<file path="src/rtl/mem_arbiter_pkg.sv">
// +----------------------------------------------------------------------------+
// | mem_arbiter_pkg : shared widths, state encoding and types for mem_arbiter   |
// | Rev 1.0 - initial release                                                   |
// +----------------------------------------------------------------------------+
`default_nettype none

package mem_arbiter_pkg;

  localparam int ISIZE          = 16;
  localparam int DSIZE          = 16;
  localparam int STARVE_MAX_DEF = 4;

  typedef enum logic [0:0] {
    ARB_LOAD = 1'b0,
    ARB_RUN  = 1'b1
  } arb_state_e;

  typedef struct packed {
    logic if_rd;
    logic d_rd;
  } rd_tag_t;

endpackage

`default_nettype wire

</file>
<file path="src/rtl/mem_arbiter_if.sv">
// +----------------------------------------------------------------------------+
// | mem_arbiter_if : fetch, data and memory-side signals of the arbiter         |
// | Rev 1.0 - initial release                                                   |
// +----------------------------------------------------------------------------+
`default_nettype none

interface mem_arbiter_if
  import mem_arbiter_pkg::*;
();

  logic             if_req;
  logic [ISIZE-1:0] if_addr;
  logic             if_gnt;
  logic             if_rvalid;
  logic [DSIZE-1:0] if_rdata;

  logic             d_req;
  logic             d_we;
  logic [ISIZE-1:0] d_addr;
  logic [DSIZE-1:0] d_wdata;
  logic             d_gnt;
  logic             d_rvalid;
  logic [DSIZE-1:0] d_rdata;

  logic             mem_rst;
  logic             mem_wen;
  logic [ISIZE-1:0] mem_addr;
  logic [DSIZE-1:0] mem_wdata;
  logic [DSIZE-1:0] mem_rdata;

  logic             ready;

  // Arbiter side
  modport slave (
    input  if_req, if_addr, d_req, d_we, d_addr, d_wdata, mem_rdata,
    output if_gnt, if_rvalid, if_rdata, d_gnt, d_rvalid, d_rdata,
    output mem_rst, mem_wen, mem_addr, mem_wdata, ready
  );

  // Requesters and memory side
  modport master (
    output if_req, if_addr, d_req, d_we, d_addr, d_wdata, mem_rdata,
    input  if_gnt, if_rvalid, if_rdata, d_gnt, d_rvalid, d_rdata,
    input  mem_rst, mem_wen, mem_addr, mem_wdata, ready
  );

endinterface

`default_nettype wire

</file>
<file path="src/rtl/mem_arbiter_starve_cnt.sv">
// +----------------------------------------------------------------------------+
// | arb_starve_cnt : saturating count of contended data grants (fair mode)      |
// | Rev 1.0 - initial release                                                   |
// +----------------------------------------------------------------------------+
`default_nettype none

module arb_starve_cnt #(
  parameter int MAX = 4
) (
  input  wire logic clk,
  input  wire logic rst_n,
  input  wire logic inc,
  input  wire logic clr,
  output logic      at_max
);

  localparam int CNT_W = $clog2(MAX + 1);
  localparam logic [CNT_W-1:0] C_MAX = CNT_W'(MAX);

  logic [CNT_W-1:0] r_cnt;

  always_ff @(posedge clk) begin
    if (!rst_n || clr) begin
      r_cnt <= '0;
    end else if (inc && (r_cnt != C_MAX)) begin
      r_cnt <= r_cnt + CNT_W'(1);
    end
  end

  assign at_max = (r_cnt == C_MAX);

endmodule

`default_nettype wire

</file>
<file path="src/rtl/mem_arbiter.sv">
// +----------------------------------------------------------------------------+
// | mem_arbiter : shares the single memory port between fetch and data, and     |
// | sequences the memory load after reset. MEM_ARB_FAIR_EN adds anti-starvation.|
// | Rev 1.0 - initial release                                                   |
// +----------------------------------------------------------------------------+
`default_nettype none

module mem_arbiter
  import mem_arbiter_pkg::*;
#(
  parameter int STARVE_MAX  = STARVE_MAX_DEF,
  parameter int LOAD_CYCLES = 1
) (
  input wire logic     clk,
  input wire logic     rst_n,
  mem_arbiter_if.slave bus
);

  localparam int LOAD_W = (LOAD_CYCLES > 1) ? $clog2(LOAD_CYCLES) : 1;
  localparam logic [LOAD_W-1:0] C_LOAD_LAST = LOAD_W'(LOAD_CYCLES - 1);

  arb_state_e        r_state;
  logic [LOAD_W-1:0] r_load_cnt;
  logic              r_mem_rst;
  logic              r_ready;
  rd_tag_t           r_tag;

  logic w_run;
  logic w_d_gnt;
  logic w_if_gnt;
  logic w_at_max;

  // Reset takes effect on outputs in the very cycle it is asserted
  assign w_run = r_ready & rst_n;

`ifdef MEM_ARB_FAIR_EN
  arb_starve_cnt #(
    .MAX (STARVE_MAX)
  ) u_starve_cnt (
    .clk    (clk),
    .rst_n  (rst_n),
    .inc    (w_d_gnt & bus.if_req),
    .clr    (w_if_gnt | ~bus.if_req),
    .at_max (w_at_max)
  );
`else
  logic w_unused_starve;
  assign w_unused_starve = (STARVE_MAX != 0);
  assign w_at_max        = 1'b0;
`endif

  assign w_d_gnt  = w_run & bus.d_req & ~(bus.if_req & w_at_max);
  assign w_if_gnt = w_run & bus.if_req & ~w_d_gnt;

  always_ff @(posedge clk) begin
    if (!rst_n) begin
      r_state    <= ARB_LOAD;
      r_load_cnt <= '0;
      r_mem_rst  <= 1'b1;
      r_ready    <= 1'b0;
      r_tag      <= '0;
    end else begin
      r_tag.if_rd <= w_if_gnt;
      r_tag.d_rd  <= w_d_gnt & ~bus.d_we;
      if (r_state == ARB_LOAD) begin
        if (r_load_cnt == C_LOAD_LAST) begin
          r_state   <= ARB_RUN;
          r_mem_rst <= 1'b0;
          r_ready   <= 1'b1;
        end else begin
          r_load_cnt <= r_load_cnt + LOAD_W'(1);
        end
      end
    end
  end

  assign bus.if_gnt    = w_if_gnt;
  assign bus.d_gnt     = w_d_gnt;
  assign bus.if_rvalid = r_tag.if_rd & rst_n;
  assign bus.d_rvalid  = r_tag.d_rd & rst_n;
  assign bus.if_rdata  = bus.mem_rdata;
  assign bus.d_rdata   = bus.mem_rdata;

  assign bus.mem_rst   = r_mem_rst | ~rst_n;
  assign bus.ready     = w_run;
  assign bus.mem_wen   = w_d_gnt & bus.d_we;
  assign bus.mem_addr  = w_d_gnt ? bus.d_addr : bus.if_addr;
  assign bus.mem_wdata = bus.d_wdata;

endmodule

`default_nettype wire

</file>
<file path="src/flat_wrapper.sv">
// flat-port wrapper written by rule: the top's interface ports become plain ports
module mem_arbiter_flat import mem_arbiter_pkg::*;
#(
  parameter int STARVE_MAX  = STARVE_MAX_DEF,
  parameter int LOAD_CYCLES = 1
)
  (clk, rst_n, bus_if_req, bus_if_addr, bus_d_req, bus_d_we, bus_d_addr, bus_d_wdata, bus_mem_rdata, bus_if_gnt, bus_if_rvalid, bus_if_rdata, bus_d_gnt, bus_d_rvalid, bus_d_rdata, bus_mem_rst, bus_mem_wen, bus_mem_addr, bus_mem_wdata, bus_ready);
  mem_arbiter_if bus_i ();
  input wire logic clk;
  input wire logic rst_n;
  input wire logic [$bits(bus_i.if_req)-1:0] bus_if_req;
  input wire logic [$bits(bus_i.if_addr)-1:0] bus_if_addr;
  input wire logic [$bits(bus_i.d_req)-1:0] bus_d_req;
  input wire logic [$bits(bus_i.d_we)-1:0] bus_d_we;
  input wire logic [$bits(bus_i.d_addr)-1:0] bus_d_addr;
  input wire logic [$bits(bus_i.d_wdata)-1:0] bus_d_wdata;
  input wire logic [$bits(bus_i.mem_rdata)-1:0] bus_mem_rdata;
  output wire logic [$bits(bus_i.if_gnt)-1:0] bus_if_gnt;
  output wire logic [$bits(bus_i.if_rvalid)-1:0] bus_if_rvalid;
  output wire logic [$bits(bus_i.if_rdata)-1:0] bus_if_rdata;
  output wire logic [$bits(bus_i.d_gnt)-1:0] bus_d_gnt;
  output wire logic [$bits(bus_i.d_rvalid)-1:0] bus_d_rvalid;
  output wire logic [$bits(bus_i.d_rdata)-1:0] bus_d_rdata;
  output wire logic [$bits(bus_i.mem_rst)-1:0] bus_mem_rst;
  output wire logic [$bits(bus_i.mem_wen)-1:0] bus_mem_wen;
  output wire logic [$bits(bus_i.mem_addr)-1:0] bus_mem_addr;
  output wire logic [$bits(bus_i.mem_wdata)-1:0] bus_mem_wdata;
  output wire logic [$bits(bus_i.ready)-1:0] bus_ready;
  assign bus_i.if_req = bus_if_req;
  assign bus_i.if_addr = bus_if_addr;
  assign bus_i.d_req = bus_d_req;
  assign bus_i.d_we = bus_d_we;
  assign bus_i.d_addr = bus_d_addr;
  assign bus_i.d_wdata = bus_d_wdata;
  assign bus_i.mem_rdata = bus_mem_rdata;
  assign bus_if_gnt = bus_i.if_gnt;
  assign bus_if_rvalid = bus_i.if_rvalid;
  assign bus_if_rdata = bus_i.if_rdata;
  assign bus_d_gnt = bus_i.d_gnt;
  assign bus_d_rvalid = bus_i.d_rvalid;
  assign bus_d_rdata = bus_i.d_rdata;
  assign bus_mem_rst = bus_i.mem_rst;
  assign bus_mem_wen = bus_i.mem_wen;
  assign bus_mem_addr = bus_i.mem_addr;
  assign bus_mem_wdata = bus_i.mem_wdata;
  assign bus_ready = bus_i.ready;
  mem_arbiter #(.STARVE_MAX(STARVE_MAX), .LOAD_CYCLES(LOAD_CYCLES)) u_core (.clk(clk), .rst_n(rst_n), .bus(bus_i));
endmodule
</file>
<file path="config.mk">
export PLATFORM = sky130hd
export DESIGN_NAME = mem_arbiter_flat
export DESIGN_NICKNAME = d
export VERILOG_FILES = /design/src/rtl/mem_arbiter_pkg.sv /design/src/rtl/mem_arbiter_if.sv /design/src/rtl/mem_arbiter_starve_cnt.sv /design/src/rtl/mem_arbiter.sv /design/src/flat_wrapper.sv
export SDC_FILE = /design/constraint.sdc
export NUM_CORES = 1
export LEC_CHECK = 0
export BUFFER_PORTS_ARGS = -buffer_cell sky130_fd_sc_hd__buf_2
export CAP_MARGIN = 10
export CELL_PAD_IN_SITES_DETAIL_PLACEMENT = 0
export CELL_PAD_IN_SITES_GLOBAL_PLACEMENT = 2
export CORE_MARGIN = 2
export CORE_UTILIZATION = 11
export DETAILED_ROUTE_END_ITERATION = 10
export PLACE_DENSITY_LB_ADDON = 0.1
export SLEW_MARGIN = 20
export SYNTH_ARGS = -nofsm -noshare
export SYNTH_HDL_FRONTEND = slang
export SYNTH_HIERARCHICAL = 1
export SYNTH_SLANG_ARGS = --single-unit
</file>
<file path="constraint.sdc">
create_clock -name clk -period 1.2 [get_ports clk]
set_input_delay 0.12 -clock clk [delete_from_list [all_inputs] [get_ports clk]]
set_output_delay 0.12 -clock clk [all_outputs]
set_load 0.1 [all_outputs]
</file>
==> flow_summary.toml <==
[worst_setup_path]
critical_path.max_fanout = 10
critical_path.top_delay_family = "multiplexers"
max_stage_delay_ns = 0.36
arrival_ns = 1.32
path_class = "register to primary output"
crit_required_ns = 1.08
crit_chain = "nand3_4 -> buf_12 -> mux2_2 -> buf_12"
cp_num_buf_inv = 2
slowest_stage = "mux2_2"
crit_path_end_kind = "primary output"
worst-r2r-setup-slack_ns = 0.19
start_kind = "register"
cpMostUsedCell = "buf_12"

[run]
maxCapViolCount = 0

[sta]
finalHoldViolCount = 0
setup_violations = 19
rsz0062_at_grt = "yes"
worst_slew_pin_slew_ns = 0.145
skew_ns = 0.00197
setup_ws_ns = -0.238
fin_crit_sh = 1.20
slew_headroom = 0.902
hold-worst-slack_ns = 0.0801
tns_ns = -3.83
fmax_mhz = 696
finalCriticalPeriod_ns = 1.44
final_max_slew_viol_count = 0

[finish]
areaGrowthSynthToFinish_pct = 68.4
nFillCells = 748
diodes = 0
fin_util = 0.192
fin_nets = 174
final_cell_area_sq_um = 1310
drive_gt1_frac = 0.865
fin_cells = 200

[global_route]
grt_pass1_wl_microns = 2880
grt_max_degree = 11
grt_remaining_overflow = 0
grt_usage = 0.0474
grt_pass1_vias = 624
antenna_found_initial = 0

[detailed_routing]
vias = 564
ant_nets = 0
highest_layer = "met4"
dr_wl_met3_microns = 325
wl_met2_microns = 991
drtIter0Drc = 0
viasPerCell = 2.82
routedWlPerCell_microns = 9.73
wirelength_microns = 1950
routedLengthMet1_microns = 605
firstDrtPassIters = 1
drc = 0

[clock_tree]
cts-root-buf = "clkbuf_8"
htree_levels = 1
cts_sinks = 5
cts.clk_slew.worst_paths_ns = 0.04
ctsHoldBuffers = 0
clkLatencyLatePin_ns = 0.22
clk_path_buf_depth = 2
tritoncts = "done"
numCtsBuffers = 3

[place]
numPortBuffers = 59
pre_cts_ws_ns = -0.00767
place.gp.congestion = 0.575
placed_area_sq_um = 1230
placed_cells_incl_taps = 195
dp_hpwl_microns = 1770

[synth]
syn_nets = 153
ys_seq_area_frac = 0.129
synth_cells = 84
synth-simple-area-share = 0.102
synth_top_family_by_area = "buffers and inverters"
syn-cell-area_sq_um = 776
synthAdderAreaFrac = 0
synth_mux_area_frac = 0.271
synthDistinctLibCells = 14
ys_warn_count = 6
synth.avg_cell_area_sq_um = 9.24
synth_xor_area_frac = 0
synth_compound_area_frac = 0.00968
ys_ff_latch = 5

[power]
p_comb_frac = 0.596
p_total_mw = 1.20
p_leak_nw = 0.627
power_density_nw_per_um2 = 919
irDropWorstVdd_mv = 0.246
power_frac_seq = 0.150
intPower_mw = 0.692
swShare = 0.424
power_switching_mw = 0.509
clockPowerShare = 0.253

[floorplan]
initial_core_util = 0.114
die-height_microns = 88.0
dieArea_sq_um = 7740
die_w_microns = 88.0
io_pins = 140
rows = 30
coreArea_sq_um = 6790

[status]
violations = "setup timing"
outcome = "finished with violations"

[min_path]
hold_class = "primary input to register"
-- path summary, 6_finish.rpt --
path,depth (start not counted),end,startpoint
worst max register to register,4,u_core/r_tag[1],u_core/r_ready
worst min register to register,2,u_core/r_mem_rst,u_core/r_state
worst min-delay path,2,u_core/r_tag[0],bus_d_we
worst max-delay path,4,bus_mem_addr[2],u_core/r_ready
-- final cells by class --
| class | instances | area (sq um) | area share |
|---|---|---|---|
| clock buffers | 4 | 45.0 | 0.0345 |
| inverters | 2 | 11.3 | 0.00862 |
| multi-input cells | 28 | 323 | 0.247 |
| flip-flops and latches | 5 | 101 | 0.0776 |
| well taps | 96 | 120 | 0.0920 |
| repair buffers | 65 | 706 | 0.540 |
-- kinds of logic after synthesis --
group                  count (synthesis)
DFF                                    5
buffers and inverters                 51
and+or+nand+nor                       11
AOI/OAI and AO/OA                      1
muxes                                 16
-- placed cells by master (no fill, tap or decap) --
master,netlist,layout
clkinvlp_4,0,1
and2_1,3,2
nand2_1,2,2
buf_6,1,2
mux2_4,8,12
mux2_2,8,4
and3b_4,0,1
nor2_1,1,1
and3b_1,2,1
clkbuf_1,0,1
clkbuf_8,0,3
buf_2,0,36
dfxtp_1,5,4
and3_4,0,1
a21boi_0,1,1
buf_12,0,24
inv_1,2,1
nand3_4,1,1
buf_4,48,3
dfxtp_2,0,1
or2b_1,1,1
and2_4,0,1
-- cells in the mapped netlist --
library cell | instances | share of area
nand3_4 | 1 | 0.023
and2_1 | 3 | 0.024
nor2_1 | 1 | 0.0048
mux2_2 | 8 | 0.12
or2b_1 | 1 | 0.0097
and3_1 | 1 | 0.0081
mux2_4 | 8 | 0.15
inv_1 | 2 | 0.0097
buf_4 | 48 | 0.46
a21boi_0 | 1 | 0.0097
dfxtp_1 | 5 | 0.13
nand2_1 | 2 | 0.0097
buf_6 | 1 | 0.015
and3b_1 | 2 | 0.023
-- power by group through the flow --
stage	sequential [mW]	combinational [mW]	clock, mW
after floorplan	0.182	1.17	0
after global placement	0.183	0.709	0
after detailed placement	0.183	0.710	0
after CTS	0.180	0.720	0.315
after global routing	0.181	0.739	0.333
final	0.180	0.716	0.304
-- registers in the layout, indices dropped and copies added (netlist names) --
register,count
u_core/r_mem_rst,1
u_core/r_ready,1
u_core/r_tag,2
u_core/r_state,1
-- metal layers --
layer	vias up	track usage
met5	-	0
met4	0	0.0280
met3	5	0.0339
met2	44	0.0778
met1	253	0.0425
li1	262	-
-- worst reg2reg max path, stage by stage (launching register included) --
cell,delay (ns)
dfxtp_2,0.32
buf_4,0.13
buf_6,0.10
and2_4,0.17
and3b_1,0.18
-- timing repair --
action / in CTS / in global routing
pin swaps: 1 / 0
buffers inserted: 1 / 0
resized for setup: 3 / 3
setup endpoints to repair: 18 / 20
(Power assumes the default switching activity.)
